[config.mk]
export PLATFORM = sky130hd
export DESIGN_NAME = avalon_timer_irq
export DESIGN_NICKNAME = d
export VERILOG_FILES = /design/src/rtl/avalon_timer_irq.sv
export SDC_FILE = /design/constraint.sdc
export NUM_CORES = 1
export LEC_CHECK = 0
export ABC_CLOCK_PERIOD_IN_PS = 6700
export CORE_ASPECT_RATIO = 0.6
export CORE_UTILIZATION = 30
export CTS_BUF_LIST = sky130_fd_sc_hd__clkbuf_4 sky130_fd_sc_hd__clkbuf_8 sky130_fd_sc_hd__clkbuf_16
export DETAILED_ROUTE_END_ITERATION = 8
export DONT_BUFFER_PORTS = 1
export PLACE_DENSITY_LB_ADDON = 0.25
export SKIP_CTS_REPAIR_TIMING = 1
export SYNTH_ARGS = -nofsm -noshare
export SYNTH_HDL_FRONTEND = slang
export SYNTH_SLANG_ARGS = --single-unit
[constraint.sdc]
create_clock -name clock -period 6.7 [get_ports clock]
set_clock_uncertainty 0.15 [all_clocks]
set_input_delay 0.67 -clock clock [delete_from_list [all_inputs] [get_ports clock]]
set_output_delay 0.67 -clock clock [all_outputs]
set_load 0.05 [all_outputs]
[src/rtl/avalon_timer_irq.sv]
// 64-bit memory-mapped timer on an Avalon-MM slave: prescaled MTIME counter,
// MTIMECMP compare, sticky PENDING status and a registered level interrupt.
module avalon_timer_irq #(
  parameter int ADDR_WIDTH     = 2,
  parameter int PRESCALE_WIDTH = 16
) (
  input  logic                  clock,
  input  logic                  reset,
  input  logic [ADDR_WIDTH-1:0] avs_address,
  input  logic [7:0]            avs_byteenable,
  input  logic                  avs_read,
  output logic [63:0]           avs_readdata,
  output logic                  avs_readdatavalid,
  input  logic                  avs_write,
  input  logic [63:0]           avs_writedata,
  output logic                  avs_waitrequest,
  output logic                  irq
);

  localparam logic [1:0] A_MTIME    = 2'd0;
  localparam logic [1:0] A_MTIMECMP = 2'd1;
  localparam logic [1:0] A_CONTROL  = 2'd2;
  localparam logic [1:0] A_STATUS   = 2'd3;

  localparam logic [63:0] CTRL_MASK =
    (((64'd1 << PRESCALE_WIDTH) - 64'd1) << 16) | 64'd7;

  logic                      r_wait;
  logic                      r_rvalid;
  logic [63:0]               r_rdata;
  logic [63:0]               r_mtime;
  logic [63:0]               r_mtimecmp;
  logic [63:0]               r_ctrl;
  logic [PRESCALE_WIDTH-1:0] r_presc;
  logic                      r_pending;
  logic                      r_irq;

  logic                      w_en;
  logic                      w_ie;
  logic                      w_reload;
  logic [PRESCALE_WIDTH-1:0] w_prescale;
  logic [1:0]                w_sel;
  logic                      w_wr;
  logic                      w_rd;
  logic                      w_ge;
  logic                      w_match;
  logic                      w_tick;
  logic                      w_w1c;
  logic [63:0]               w_mtime_ticked;
  logic [63:0]               w_mtime_next;
  logic [63:0]               w_cmp_next;
  logic [63:0]               w_ctrl_next;
  logic [63:0]               w_rd_mux;

  assign w_en       = r_ctrl[0];
  assign w_ie       = r_ctrl[1];
  assign w_reload   = r_ctrl[2];
  assign w_prescale = r_ctrl[16 +: PRESCALE_WIDTH];
  assign w_sel      = avs_address[1:0];

  // Handshake: a request is accepted on any edge where waitrequest is low.
  // Reads answer exactly one cycle later; a read issued together with a write
  // is dropped and only the write is performed.
  assign w_wr = avs_write & ~r_wait;
  assign w_rd = avs_read & ~avs_write & ~r_wait;

  assign w_ge    = (r_mtime >= r_mtimecmp);
  assign w_match = w_en & w_ge;
  assign w_tick  = w_en & (r_presc == w_prescale);
  assign w_w1c   = w_wr & (w_sel == A_STATUS) & avs_byteenable[0] & avs_writedata[0];

  assign w_mtime_ticked = !w_tick ? r_mtime :
                          (w_reload && w_ge) ? 64'd0 : r_mtime + 64'd1;

  // Written lanes override the ticked value lane by lane.
  always_comb begin
    w_mtime_next = w_mtime_ticked;
    w_cmp_next   = r_mtimecmp;
    w_ctrl_next  = r_ctrl;
    for (int i = 0; i < 8; i++) begin
      if (w_wr && avs_byteenable[i]) begin
        case (w_sel)
          A_MTIME:    w_mtime_next[8*i +: 8] = avs_writedata[8*i +: 8];
          A_MTIMECMP: w_cmp_next[8*i +: 8]   = avs_writedata[8*i +: 8];
          A_CONTROL:  w_ctrl_next[8*i +: 8]  = avs_writedata[8*i +: 8];
          default:    ;
        endcase
      end
    end
    w_ctrl_next = w_ctrl_next & CTRL_MASK;
  end

  always_comb begin
    w_rd_mux = 64'd0;
    case (w_sel)
      A_MTIME:    w_rd_mux = r_mtime;
      A_MTIMECMP: w_rd_mux = r_mtimecmp;
      A_CONTROL:  w_rd_mux = r_ctrl;
      A_STATUS:   w_rd_mux = {63'd0, r_pending};
      default:    w_rd_mux = 64'd0;
    endcase
  end

  always_ff @(posedge clock or posedge reset) begin
    if (reset) begin
      r_wait     <= 1'b1;
      r_rvalid   <= 1'b0;
      r_rdata    <= 64'd0;
      r_mtime    <= 64'd0;
      r_mtimecmp <= '1;
      r_ctrl     <= 64'd0;
      r_presc    <= '0;
      r_pending  <= 1'b0;
      r_irq      <= 1'b0;
    end else begin
      r_wait     <= 1'b0;
      r_rvalid   <= w_rd;
      if (w_rd) r_rdata <= w_rd_mux;
      r_mtime    <= w_mtime_next;
      r_mtimecmp <= w_cmp_next;
      r_ctrl     <= w_ctrl_next;
      if (!w_en || w_tick) r_presc <= '0;
      else                 r_presc <= r_presc + 1'b1;
      // A match in the same cycle as a W1C keeps PENDING set.
      r_pending  <= w_match | (r_pending & ~w_w1c);
      r_irq      <= r_pending & w_ie;
    end
  end

  assign avs_waitrequest   = r_wait;
  assign avs_readdatavalid = r_rvalid;
  assign avs_readdata      = r_rdata;
  assign irq               = r_irq;

endmodule

Word-level counts from Yosys, hierarchy flattened
Index checks and enable logic that the tools add are counted.
{"block": "word_totals", "ff_bits": 231, "input_bits": 78, "out_inout_bits": 67, "wordCells": 82}
{"block": "classes", "add_sub_neg": 2, "magnitude_cmp": 1, "n_eq_ne": 4, "muxes": 20, "bitwise": 14, "n_reduce_logical": 23}
{"op": "64-bit case mux with 4 select lines", "count": 1}
{"op": "64-bit 2-to-1 mux", "count": 2}
{"op": "8-bit 2-to-1 mux", "count": 16}
{"op": "64-bit by 1-bit adder with 64-bit output, second input constant", "count": 1}
{"op": "64-bit greater-or-equal comparator", "count": 1}
{"op": "2-bit AND reduction", "count": 11}
{"op": "16-bit by 1-bit adder with 16-bit output, second input constant", "count": 1}
{"op": "16-bit == test", "count": 1}
{"op": "16-bit 2-to-1 mux", "count": 1}
{"op": "1-bit bitwise AND", "count": 10}
{"op": "1-bit logical AND", "count": 9}
{"op": "2-bit == test, second input constant", "count": 2}
{"op": "1-bit inverter", "count": 3}
{"op": "2-bit by 1-bit == test with 1-bit output, second input constant", "count": 1}
{"op": "2-bit logical NOT", "count": 1}
{"op": "1-bit logical NOT", "count": 1}
{"op": "1-bit logical OR", "count": 1}
{"op": "1-bit OR", "count": 1}

Depth between registers and ports, before layout
{"block": "depth", "ltp_word": 8, "depth_mapped": 11, "mapped_depth_nobuf": 10}

Least setup slack after synthesis
OpenSTA, ideal clock, no wires.
{"block": "synth_timing", "path_kind": "flip-flop to flip-flop", "start": "reg r_mtimecmp[62]", "end": "reg r_mtime[34]", "setup_ns": 0.136, "arrival_time_ns": 2.573, "required_ns": 6.414, "path_slack_ns": 3.840, "stages_incl_launch_ff": 12, "period_less_slack_ns": 2.860, "cell_sequence": "dfstp_2 inv_1 ha_1 nand4_1 nor4_1 nand3_1 a31oi_1 o41ai_4 nor2_2 buf_4 buf_2 o31ai_1"}
{"block": "synth_between", "elab_chain_cells": 6}
{"item": "from (decl)", "line": "32", "rtl": "logic [63:0] r_mtimecmp;"}
{"item": "from (signal assigned)", "line": "120", "rtl": "r_mtimecmp <= w_cmp_next;"}
{"item": "64-bit greater-or-equal comparator *", "line": "67", "rtl": "assign w_ge = (r_mtime >= r_mtimecmp);"}
{"item": "1-bit logical AND *", "line": "73", "rtl": "(w_reload && w_ge) ? 64'd0 : r_mtime + 64'd1;"}
{"item": "64-bit 2-to-1 mux *", "line": "73"}
{"item": "64-bit 2-to-1 mux *", "line": "72", "rtl": "assign w_mtime_ticked = !w_tick ? r_mtime :"}
{"item": "8-bit 2-to-1 mux", "line": "82", "rtl": "case (w_sel)"}
{"item": "8-bit 2-to-1 mux *", "line": "81", "rtl": "if (w_wr && avs_byteenable[i]) begin"}
{"item": "via w_mtime_next[34]", "line": "50", "rtl": "logic [63:0] w_mtime_next;"}
{"item": "to (signal assigned)", "line": "119", "rtl": "r_mtime <= w_mtime_next;"}
{"item": "to (decl)", "line": "31", "rtl": "logic [63:0] r_mtime;"}
The timed path passes the listed nets; every way through them passes the cells marked *.
A chain may end at the register's enable or synchronous reset.

Final worst setup path
{"block": "layout_timing", "start": "reg r_mtimecmp[59]", "end": "reg r_mtime[29]"}
The elaborated chain is that of the path after synthesis.

==> results.py <==
metrics = {
    "power_and_ir_drop": {
        "p_sw_frac": 0.364,
        "p_int_uw": 3210,
        "switchingPower_uw": 1840,
        "ir_drop_mv": 0.145,
        "power_frac_comb": 0.203,
        "clockPowerShare": 0.317,
        "p_seq_frac": 0.479,
        "power.density_nw_per_um2": 359,
        "leakagePower_uw": 0.00555,
    },
    "clocking": {
        "clockBufferDepth": 3,
        "tritoncts": "done",
        "cts_buffers": 26,
        "cts_sinks": 231,
        "path_clk_slew_ns": 0.07,
        "cts-htree-levels": 1,
        "clkLatencyLatePin_ns": 0.55,
        "clockRootBuffer": "clkbuf_16",
    },
    "routing": {
        "wl_per_cell_um": 20.3,
        "num_vias": 9404,
        "drtIter0Drc": 678,
        "drc": 0,
        "drt_pre_antenna_iters": 5,
        "antenna_left": 0,
        "viasPerCell": 5.05,
        "routed_wirelength_mm": 37.8,
    },
    "final_layout": {
        "area_growth_pct": 11.9,
        "stdcell_count": 1862,
        "layout_commonest_cell": "nand2_1",
        "nets": 1426,
        "drive_gt1_frac": 0.137,
        "fill_cells": 4174,
        "final_cell_mix": "nand2_1, dfrtp_1, nor2_1",
        "design_area_um2": 14100,
    },
    "critical_path": {
        "critPathCapture": "r_mtime[29]",
        "arrival_ns": 4.82,
        "cp_data_required_time_ns": 6.93,
        "r2r_end": "r_mtime[29]",
        "cp_slowest_cell": "nor4_1",
        "path_cells": "inv_1, ha_1, nand4_1, nor4_1, nand3_1, a31oi_1, o41ai_4, nor2_4, buf_4, o31ai_1",
        "cp-end-kind": "flop",
        "r2r_setup_slack_ns": 2.12,
        "rr_startpoint": "r_mtimecmp[59]",
        "startpoint": "r_mtimecmp[59]",
        "crit_fanout": 38,
        "start_kind": "flop",
        "ff2ff_path_depth": 10,
        "max_stage_delay_ns": 0.94,
        "critical_path_class": "flop to flop",
    },
    "timing": {
        "final_max_slew_viol_count": 0,
        "rsz0062_at_grt": "no",
        "hold_viol": 0,
        "tns_ns": 0,
        "fmax_mhz": 218,
        "tightestPinTransition_ns": 1.12,
        "relSlewSlack": 0.250,
        "finalSetupViolCount": 0,
        "fin_crit_ns": 4.58,
        "period_share": 0.684,
    },
    "synthesis": {
        "netlist_instances": 1309,
        "synth_area_per_cell_um2": 9.60,
        "synthArstFlopShare": 1.00,
        "yosys_warnings": 0,
        "synth_seq_cells": 231,
        "synthFlopType": "dfrtp_1",
        "synth_enable_flop_cells": 0,
        "netlist-cell-type-count": 54,
        "netlist_area_um2": 12600,
        "seq_area_frac_synth": 0.467,
        "synth_nets": 1453,
    },
    "place": {
        "numPortBuffers": 0,
        "hpwl_mm": 27.1,
        "post_dp_cell_area_um2": 13100,
        "gp_congestion": 0.842,
        "place_inst": 1814,
    },
    "global_route": {
        "globalRouteTotalUtil": 0.180,
        "first_global_vias": 9375,
        "grt_pass1_wl_mm": 59.3,
        "antenna_found_initial": 1,
        "grt_max_degree": 115,
        "grt-ovfl-total": 0,
    },
    "floorplanning": {
        "rows": 57,
        "core_area_um2": 40900,
        "initial_core_util": 0.307,
        "ioPinCount": 145,
        "dieArea_um2": 42700,
        "die_h_um": 161,
        "die_x_um": 266,
    },
    "run": {
        "max_cap_violations": 0,
    },
    "min_path": {
        "min_path_type": "primary input to async pin",
    },
    "status": {
        "run_status": "finished, final reports clean",
    },
}
power groups by stage:
stage	Clock, uW	Combinational (uW)	Sequential [uW]
after global placement	0	1000	2430
after global routing	1700	1180	2470
after floorplan	0	804	2310
final	1600	1030	2420
after detailed placement	0	1020	2440
after CTS	1640	1030	2410
registers in the layout, indices dropped and copies added, names as in the netlist:
| name | cells |
|---|---|
| avs_readdata | 64 |
| avs_readdatavalid | 1 |
| avs_waitrequest | 1 |
| irq | 1 |
| r_ctrl | 19 |
| r_mtime | 64 |
| r_mtimecmp | 64 |
| r_pending | 1 |
| r_presc | 16 |
Yosys cell counts, drive strengths merged, types with 3 or more instances:
master,n,area (um^2)
a21oi,79,395
dfstp,65,1710
nor2b,4,25.0
mux2i,18,180
nor3,18,153
nand3,50,288
ha,66,826
nor2,101,382
a31oi,3,18.8
a22oi,45,338
xor2,58,508
nor4,12,109
mux2,20,225
and4,6,52.6
buf,22,110
dfrtp,166,4150
xnor2,28,245
inv,73,274
o21a,23,173
o31ai,58,475
and3,15,93.8
clkbuf,43,161
nand4,29,188
and2,6,37.5
nand2b,4,25.0
nand2,180,676
o21ai,80,400
o221ai,18,158
area by class of cell:
| class | count | area, um^2 | share of cell area |
|---|---|---|---|
| Antenna cell | 1 | 2.50 | 0.000178 |
| Timing Repair Buffer | 10 | 87.6 | 0.00623 |
| Tap cell | 560 | 701 | 0.0499 |
| Inverter | 73 | 278 | 0.0198 |
| Clock inverter | 11 | 188 | 0.0134 |
| Clock buffer | 36 | 756 | 0.0538 |
| Sequential cell | 231 | 5860 | 0.417 |
| Multi-Input combinational cell | 940 | 6180 | 0.440 |
critical path, delay by kind of cell, from the launching register on:
kind            cells  cell delay [ns]
compound gates      3             0.74
buf+inv             2             0.49
fa+ha+maj           1             0.30
flops               1             0.53
simple gates        4             2.16
per-stage QoR:
stage	setup WS, ns	hold slack (ns)	util	power (uW)
5_1_grt	1.72	0.0550	0.344	5350
6_report	2.12	0.0438	0.344	5040
3_5_place_dp	2.09	0.352	0.321	3460
4_1_cts	2.05	0.0504	0.344	5080
3_3_place_gp	2.25	0.350	0.321	3430
2_1_floorplan	2.91	0.319	-	3110
cell families (layout without fill, tap and decap cells):
family          count (synthesis)  after routing  synth area share
buf+inv                       138            130            0.0434
compound gates                315            315             0.163
fa+ha+maj                      66             66            0.0657
xor+xnor                       86             86            0.0600
other cells                     1              2          0.000299
simple gates                  433            433             0.167
flops                         231            231             0.467
mux                            39             39            0.0341
how the worst min path moves through the flow:
stage	start	end	slack, ns	cells after the start
after floorplan	r_pending	irq	0.32	1
after global placement	r_mtimecmp[49]	r_mtimecmp[49]	0.35	2
after detailed placement	r_mtimecmp[11]	r_mtimecmp[11]	0.35	2
after CTS	avs_writedata[57]	r_mtimecmp[57]	0.05	2
after global routing	avs_writedata[58]	r_mtimecmp[58]	0.06	2
final	reset	avs_readdata[4]	0.04	2
layer usage:
metal | vias up | share of wire | wire length (um) | global-route usage
met5 | - | 0 | 0 | 0
met3 | 41 | 0.075 | 2820 | 0.0543
met4 | 0 | 0.020 | 742 | 0.0361
met2 | 228 | 0.39 | 14700 | 0.242
li1 | 4578 | - | - | -
met1 | 4557 | 0.52 | 19500 | 0.277
Power figures use the tool's default switching activity.
